**config.mk**
```make
export PLATFORM = sky130hd
export DESIGN_NAME = uart_rx_ctrl
export DESIGN_NICKNAME = d
export VERILOG_FILES = /design/src/rtl/uart_rx_ctrl.sv
export SDC_FILE = /design/constraint.sdc
export NUM_CORES = 1
export LEC_CHECK = 0
export CAP_MARGIN = 20
export CELL_PAD_IN_SITES_DETAIL_PLACEMENT = 1
export CELL_PAD_IN_SITES_GLOBAL_PLACEMENT = 2
export CORE_MARGIN = 2
export CORE_UTILIZATION = 31
export DETAILED_ROUTE_END_ITERATION = 10
export MAX_ROUTING_LAYER = met4
export PLACE_DENSITY_LB_ADDON = 0.1
export SYNTH_ARGS = -nofsm -noshare
export SYNTH_HDL_FRONTEND = slang
export SYNTH_SLANG_ARGS = --single-unit
```
**constraint.sdc**
```tcl
create_clock -name CLK -period 2.6 [get_ports CLK]
set_input_delay 0.26 -clock CLK [delete_from_list [all_inputs] [get_ports CLK]]
set_output_delay 0.26 -clock CLK [all_outputs]
set_load 0.1 [all_outputs]
```
**src/rtl/uart_rx_ctrl.sv**
```systemverilog
// rtl/uart_rx_ctrl.sv - UART receive frame sequencer: start detect, bit timing, datapath strobes, result pulses
module uart_rx_ctrl #(
    parameter int PRESCALE   = 8,
    parameter int DATA_WIDTH = 8
) (
    input  logic                          CLK,
    input  logic                          RST,
    input  logic                          RX_IN,
    input  logic                          PAR_EN,
    input  logic                          sampled_bit,
    input  logic                          par_err,
    output logic [$clog2(PRESCALE)-1:0]   edge_cnt,
    output logic [3:0]                    bit_cnt,
    output logic                          dat_samp_en,
    output logic                          deser_en,
    output logic                          par_chk_en,
    output logic                          data_valid,
    output logic                          stp_err,
    output logic                          par_err_o,
    output logic                          strt_glitch,
    output logic                          busy
);

    localparam int            EW        = $clog2(PRESCALE);
    localparam logic [EW-1:0] LAST_EDGE = EW'(PRESCALE - 1);
    localparam logic [3:0]    LAST_BIT  = 4'(DATA_WIDTH - 1);

    typedef enum logic [2:0] {
        IDLE,
        START,
        DATA,
        PARITY,
        STOP
    } state_t;

    state_t state;
    logic   par_en_l;
    logic   bit_end;

    assign bit_end     = (edge_cnt == LAST_EDGE);
    assign dat_samp_en = (state != IDLE);
    assign busy        = (state != IDLE);
    assign deser_en    = (state == DATA) && bit_end;
    assign par_chk_en  = (state == PARITY) && bit_end;

    always_ff @(posedge CLK or posedge RST) begin
        if (RST) begin
            state       <= IDLE;
            edge_cnt    <= '0;
            bit_cnt     <= '0;
            par_en_l    <= 1'b0;
            data_valid  <= 1'b0;
            stp_err     <= 1'b0;
            par_err_o   <= 1'b0;
            strt_glitch <= 1'b0;
        end else begin
            data_valid  <= 1'b0;
            stp_err     <= 1'b0;
            par_err_o   <= 1'b0;
            strt_glitch <= 1'b0;

            if (state != IDLE) begin
                edge_cnt <= bit_end ? '0 : edge_cnt + EW'(1);
            end

            case (state)
                IDLE: begin
                    // The detect cycle itself is edge 0 of the start bit.
                    if (!RX_IN) begin
                        state    <= START;
                        edge_cnt <= EW'(1);
                    end else begin
                        edge_cnt <= '0;
                    end
                end
                START: begin
                    if (bit_end) begin
                        if (sampled_bit) begin
                            strt_glitch <= 1'b1;
                            state       <= IDLE;
                        end else begin
                            state    <= DATA;
                            bit_cnt  <= '0;
                            par_en_l <= PAR_EN;
                        end
                    end
                end
                DATA: begin
                    if (bit_end) begin
                        if (bit_cnt == LAST_BIT) begin
                            bit_cnt <= '0;
                            state   <= par_en_l ? PARITY : STOP;
                        end else begin
                            bit_cnt <= bit_cnt + 4'd1;
                        end
                    end
                end
                PARITY: begin
                    if (bit_end) begin
                        state <= STOP;
                    end
                end
                STOP: begin
                    // Parity and stop failures are reported independently and may coincide.
                    if (bit_end) begin
                        data_valid <= ~(par_en_l & par_err) & sampled_bit;
                        stp_err    <= ~sampled_bit;
                        par_err_o  <= par_en_l & par_err;
                        state      <= IDLE;
                    end
                end
                default: begin
                    state <= IDLE;
                end
            endcase
        end
    end

endmodule
```
======== Word level (Yosys, flattened, before mapping) ========
Index checks and enable logic that the tools add are counted.
storage, ports and cells
  bits of input ports ..................... 6
  word-level logic and storage cells ...... 63
  register bits after elaboration ......... 15
  output and inout bits ................... 15
cells by class
  equality and inequality tests ........... 13
  add/sub/neg operators ................... 2
  muxes and demuxes ....................... 27
  bitwise gates (word level) .............. 4
  reduce and logical (&&, ||, !) cells .... 9
operators by type and width
  operator                                        number
  2-to-1 mux 3 bit                                10
  2-to-1 mux 4 bit                                4
  one-hot mux 3 bit (5 select lines)              1
  != test 2 bit (second input constant)           6
  2-to-1 mux 1 bit                                10
  one-hot mux 4 bit (2 select lines)              1
  == test 3 x 2 -> 1 bit (second input constant)  2
  == test 3 bit (second input constant)           2
  AND reduction 6 bit                             1
  adder 4 x 1 -> 4 bit (second input constant)    1
  == test 4 x 3 -> 1 bit (second input constant)  1
  AND reduction 4 bit                             1
  nonzero test 2 bit                              2
  adder 3 x 1 -> 3 bit (second input constant)    1
  == test 3 x 1 -> 1 bit (second input constant)  1
  logical NOT 3 bit                               1
  AND reduction 3 bit                             1
  nonzero test 3 bit                              1
  AND 1 bit                                       2
  logical AND 1 bit                               2
  2-to-1 mux 2 bit                                1
  != test 2 x 1 -> 1 bit (second input constant)  1
  inverter 1 bit                                  2

======== Depth between registers and ports, before layout ========
  depth after elaboration ................. 5
  depth in mapped cells ................... 6
  depth with buffers taken out ............ 6

======== Least setup slack after synthesis ========
OpenSTA, ideal clock, no wires.
  kind .................................... flip-flop to output port
  start point ............................. reg edge_cnt[0]
  end point ............................... out par_chk_en
  data required time ...................... 2.340 ns
  arrival time ............................ 2.725 ns
  buffers on the path ..................... 0
  stages on the path, launching flop included .. 5
  path slack .............................. -0.385 ns
  cell sequence ........................... dfrtp_1 > ha_1 > ha_1 > nand2_1 > nor2_1
on the way
  word-level cells in the longest chain between the ends .. 2
ends and longest elaborated chain
  what                    line  text
  start, declared         12    output logic [$clog2(PRESCALE)-1:0] edge_cnt,
  start signal, assigned  63    edge_cnt <= bit_end ? '0 : edge_cnt + EW'(1);
  == test 3 bit           40    assign bit_end = (edge_cnt == LAST_EDGE);
  logical AND 1 bit       44    assign par_chk_en = (state == PARITY) && bit_end;
  end, declared           16    output logic par_chk_en,
Every way passes these cells.

======== Worst setup path after layout ========
  start point ............................. reg state[1]
  end point ............................... out deser_en
on the way
  word-level cells in the longest chain between the ends .. 2
ends and longest elaborated chain
  what                    line  text
  start, declared         36    state_t state;
  start signal, assigned  92    state <= par_en_l ? PARITY : STOP;
  == test 3 x 2 -> 1 bit  43    assign deser_en = (state == DATA) && bit_end;
  logical AND 1 bit       43
  end, declared           15    output logic deser_en,
Every way passes these cells.

==> flow_metrics.py <==
metrics = {
    "placed_design": {
        "dpl.cell_count": 121,
        "portBuffers": 20,
        "pre_cts_slack_ns": 0.717,
        "finalWeightedCongestion": 0.679,
        "dp_hpwl_um": 1320,
    },
    "timing": {
        "fin_crit_sh": 0.754,
        "hold_violations": 0,
        "rsz0062_at_grt": "false",
        "finalWorstSetupSlack_ns": 0.639,
        "max_freq_mhz": 510,
        "setup_viol": 0,
        "worst_pin_slew_ns": 0.595,
        "timing.slew.headroom": 0.603,
        "slew_violations": 0,
        "tns_ns": 0,
        "finClkSkew_ns": 0.000407,
        "min_period_ns": 1.96,
    },
    "global_routing": {
        "grt_antenna_before_repair": 0,
        "gr-total-overflow": 0,
        "grt_pass1_wl_um": 2870,
        "grtUsageTotal": 0.146,
        "grt_max_degree": 16,
        "first_global_vias": 595,
    },
    "logic_synthesis": {
        "synth_area_um2": 800,
        "synth_edf_count": 0,
        "synthCells": 75,
        "netlist_top_cells_area": "dfrtp_1 47%, ha_1 6.3%, nor3b_4 4.7%",
        "synth_top_cell_by_area": "dfrtp_1",
        "synth_top_area_frac": 0.469,
        "syn_area_per_cell_um2": 10.7,
        "synthTopCellsByCount": "15 x dfrtp_1, 7 x nand2_1, 7 x nor2_1, 5 x nand3_1",
        "ys_seq_area_frac": 0.469,
        "synthArstFlopShare": 1.00,
        "synth.most_common_cell": "dfrtp_1",
        "ys.flop_type": "dfrtp_1",
        "syn-num-nets": 85,
        "yosysWarnings": 0,
        "synth_cell_types": 32,
        "synth_seq_cells": 15,
    },
    "setup_path": {
        "crit_required_ns": 2.34,
        "worstPathMaxFanout": 10,
        "path_cells": "nor3b_4 -> and2_1 -> buf_4",
        "crit_slowest_cell": "dfrtp_1",
        "arrival_ns": 1.70,
        "startpoint_type": "register",
        "critical_path.max_stage_delay_ns": 0.58,
        "critical_path_buf_inv_count": 1,
        "critPathTopFamily": "flip-flops",
        "end_kind": "output port",
        "critPathKind": "reg2out",
    },
    "floorplan": {
        "core-area_um2": 2450,
        "rows": 18,
        "dieHeight_um": 54.8,
        "initial_utilization": 0.326,
        "die_width_um": 54.8,
        "die_area_um2": 3000,
        "ioPinCount": 21,
    },
    "clock_network": {
        "h-tree-depth": 1,
        "post_cts_buffers": 0,
        "clkSinkCount": 15,
        "cts_tree": "done",
        "cts_root_buf": "clkbuf_4",
        "cts_inserted_buffers": 3,
        "clk_path_buf_depth": 2,
        "clk_latency_ns": 0.29,
        "path_clk_slew_ns": 0.09,
        "postCtsResizedCells": 0,
        "postCtsHoldBufs": 0,
    },
    "status": {
        "status": "finished, final reports clean",
    },
    "detailed_routing": {
        "postRouteAntennaNets": 0,
        "drt_iter0_drc": 5,
        "vias": 622,
        "drt_drc_violations_left": 0,
        "routed_wl_um": 1760,
        "wl_per_cell_um": 14.1,
        "viasPerCell": 4.98,
        "dr.pass1.iters": 4,
    },
    "layout": {
        "layout-drive-gt1-share": 0.274,
        "final_cells": 125,
        "area_growth_pct": 23.9,
        "diodes": 0,
        "nets": 106,
        "final_util": 0.404,
    },
    "flow_run": {
        "max_cap_violations": 0,
    },
    "hold_path": {
        "hp-class": "in2async",
    },
}
## registers in the layout, summed over array words and instances (netlist names)
register / flops
edge_cnt: 3
bit_cnt: 4
par_en_l: 1
state: 3
par_err_o: 1
stp_err: 1
strt_glitch: 1
data_valid: 1
## metal layers
| metal | GRT usage | up-vias | part of all wire | wire length (um) |
|---|---|---|---|---|
| li1 | - | 301 | - | - |
| met1 | 0.193 | 303 | 0.49 | 863 |
| met2 | 0.202 | 16 | 0.44 | 778 |
| met3 | 0.0492 | 2 | 0.056 | 98 |
| met4 | 0.0625 | 0 | 0.012 | 21 |
| met5 | - | - | 0 | 0 |
## final cells by class
cell class	count	area (um^2)
fillers	286	1460
multi-input cells	53	378
flip-flops and latches	15	375
repair buffers	20	163
well taps	30	37.5
clock buffers	4	26.3
inverters	3	11.3
## worst register-to-register path, delay by kind of cell (launching register included)
kind                     cells  cell delay [ns]
adder cells (fa/ha/maj)      2             0.42
flip-flops                   1             0.39
AO/OA/AOI/OAI                1             0.15
AND/OR/NAND/NOR              3             0.85
## metrics by stage
step | cell area, um^2 | hold WS [ns]
floorplan | 802 | 0.161
global route | 991 | 0.361
CTS | 991 | 0.343
detailed placement | 965 | 0.549
global placement | 965 | 0.544
finish | 991 | 0.322
## cell families after synthesis
kind of cell               count (synthesis)  share of synthesized area
and+or+nand+nor                           36                      0.275
AOI/OAI and AO/OA                         11                      0.103
buffers and inverters                      7                     0.0610
adders and majority gates                  4                     0.0626
muxes                                      2                     0.0282
DFF                                       15                      0.469
## placed cells by master (no fill, tap or decap), types with 2 or more instances in the layout
| cell | count |
|---|---|
| dfrtp_1 | 15 |
| buf_4 | 15 |
| nand2_1 | 7 |
| nor2_1 | 6 |
| nand3_1 | 5 |
| clkdlybuf4s50_1 | 5 |
| nor2b_1 | 4 |
| ha_1 | 4 |
| inv_1 | 3 |
| clkbuf_4 | 3 |
| nor3b_4 | 2 |
| a21oi_1 | 2 |
| nor3_1 | 2 |
## path summary, 6_finish.rpt
path	startpoint	to	slack, ns	depth (start not counted)
worst min-delay path	RST	stp_err$_DFF_PP0_	0.32	2
worst min register to register	par_en_l$_DFFE_PP0P_	par_err_o$_DFF_PP0_	0.56	2
worst max register to register	edge_cnt[0]$_DFF_PP0_	bit_cnt[3]$_DFFE_PP0P_	0.72	6
max in group asynchronous	RST	par_en_l$_DFFE_PP0P_	1.89	2
worst max-delay path	state[1]$_DFFE_PP0P_	deser_en	0.64	3
min in group CLK	par_err	par_err_o$_DFF_PP0_	0.54	3
Power is not shown: default switching activity piles up to over one toggle a cycle in this logic, so the estimate is an artifact.
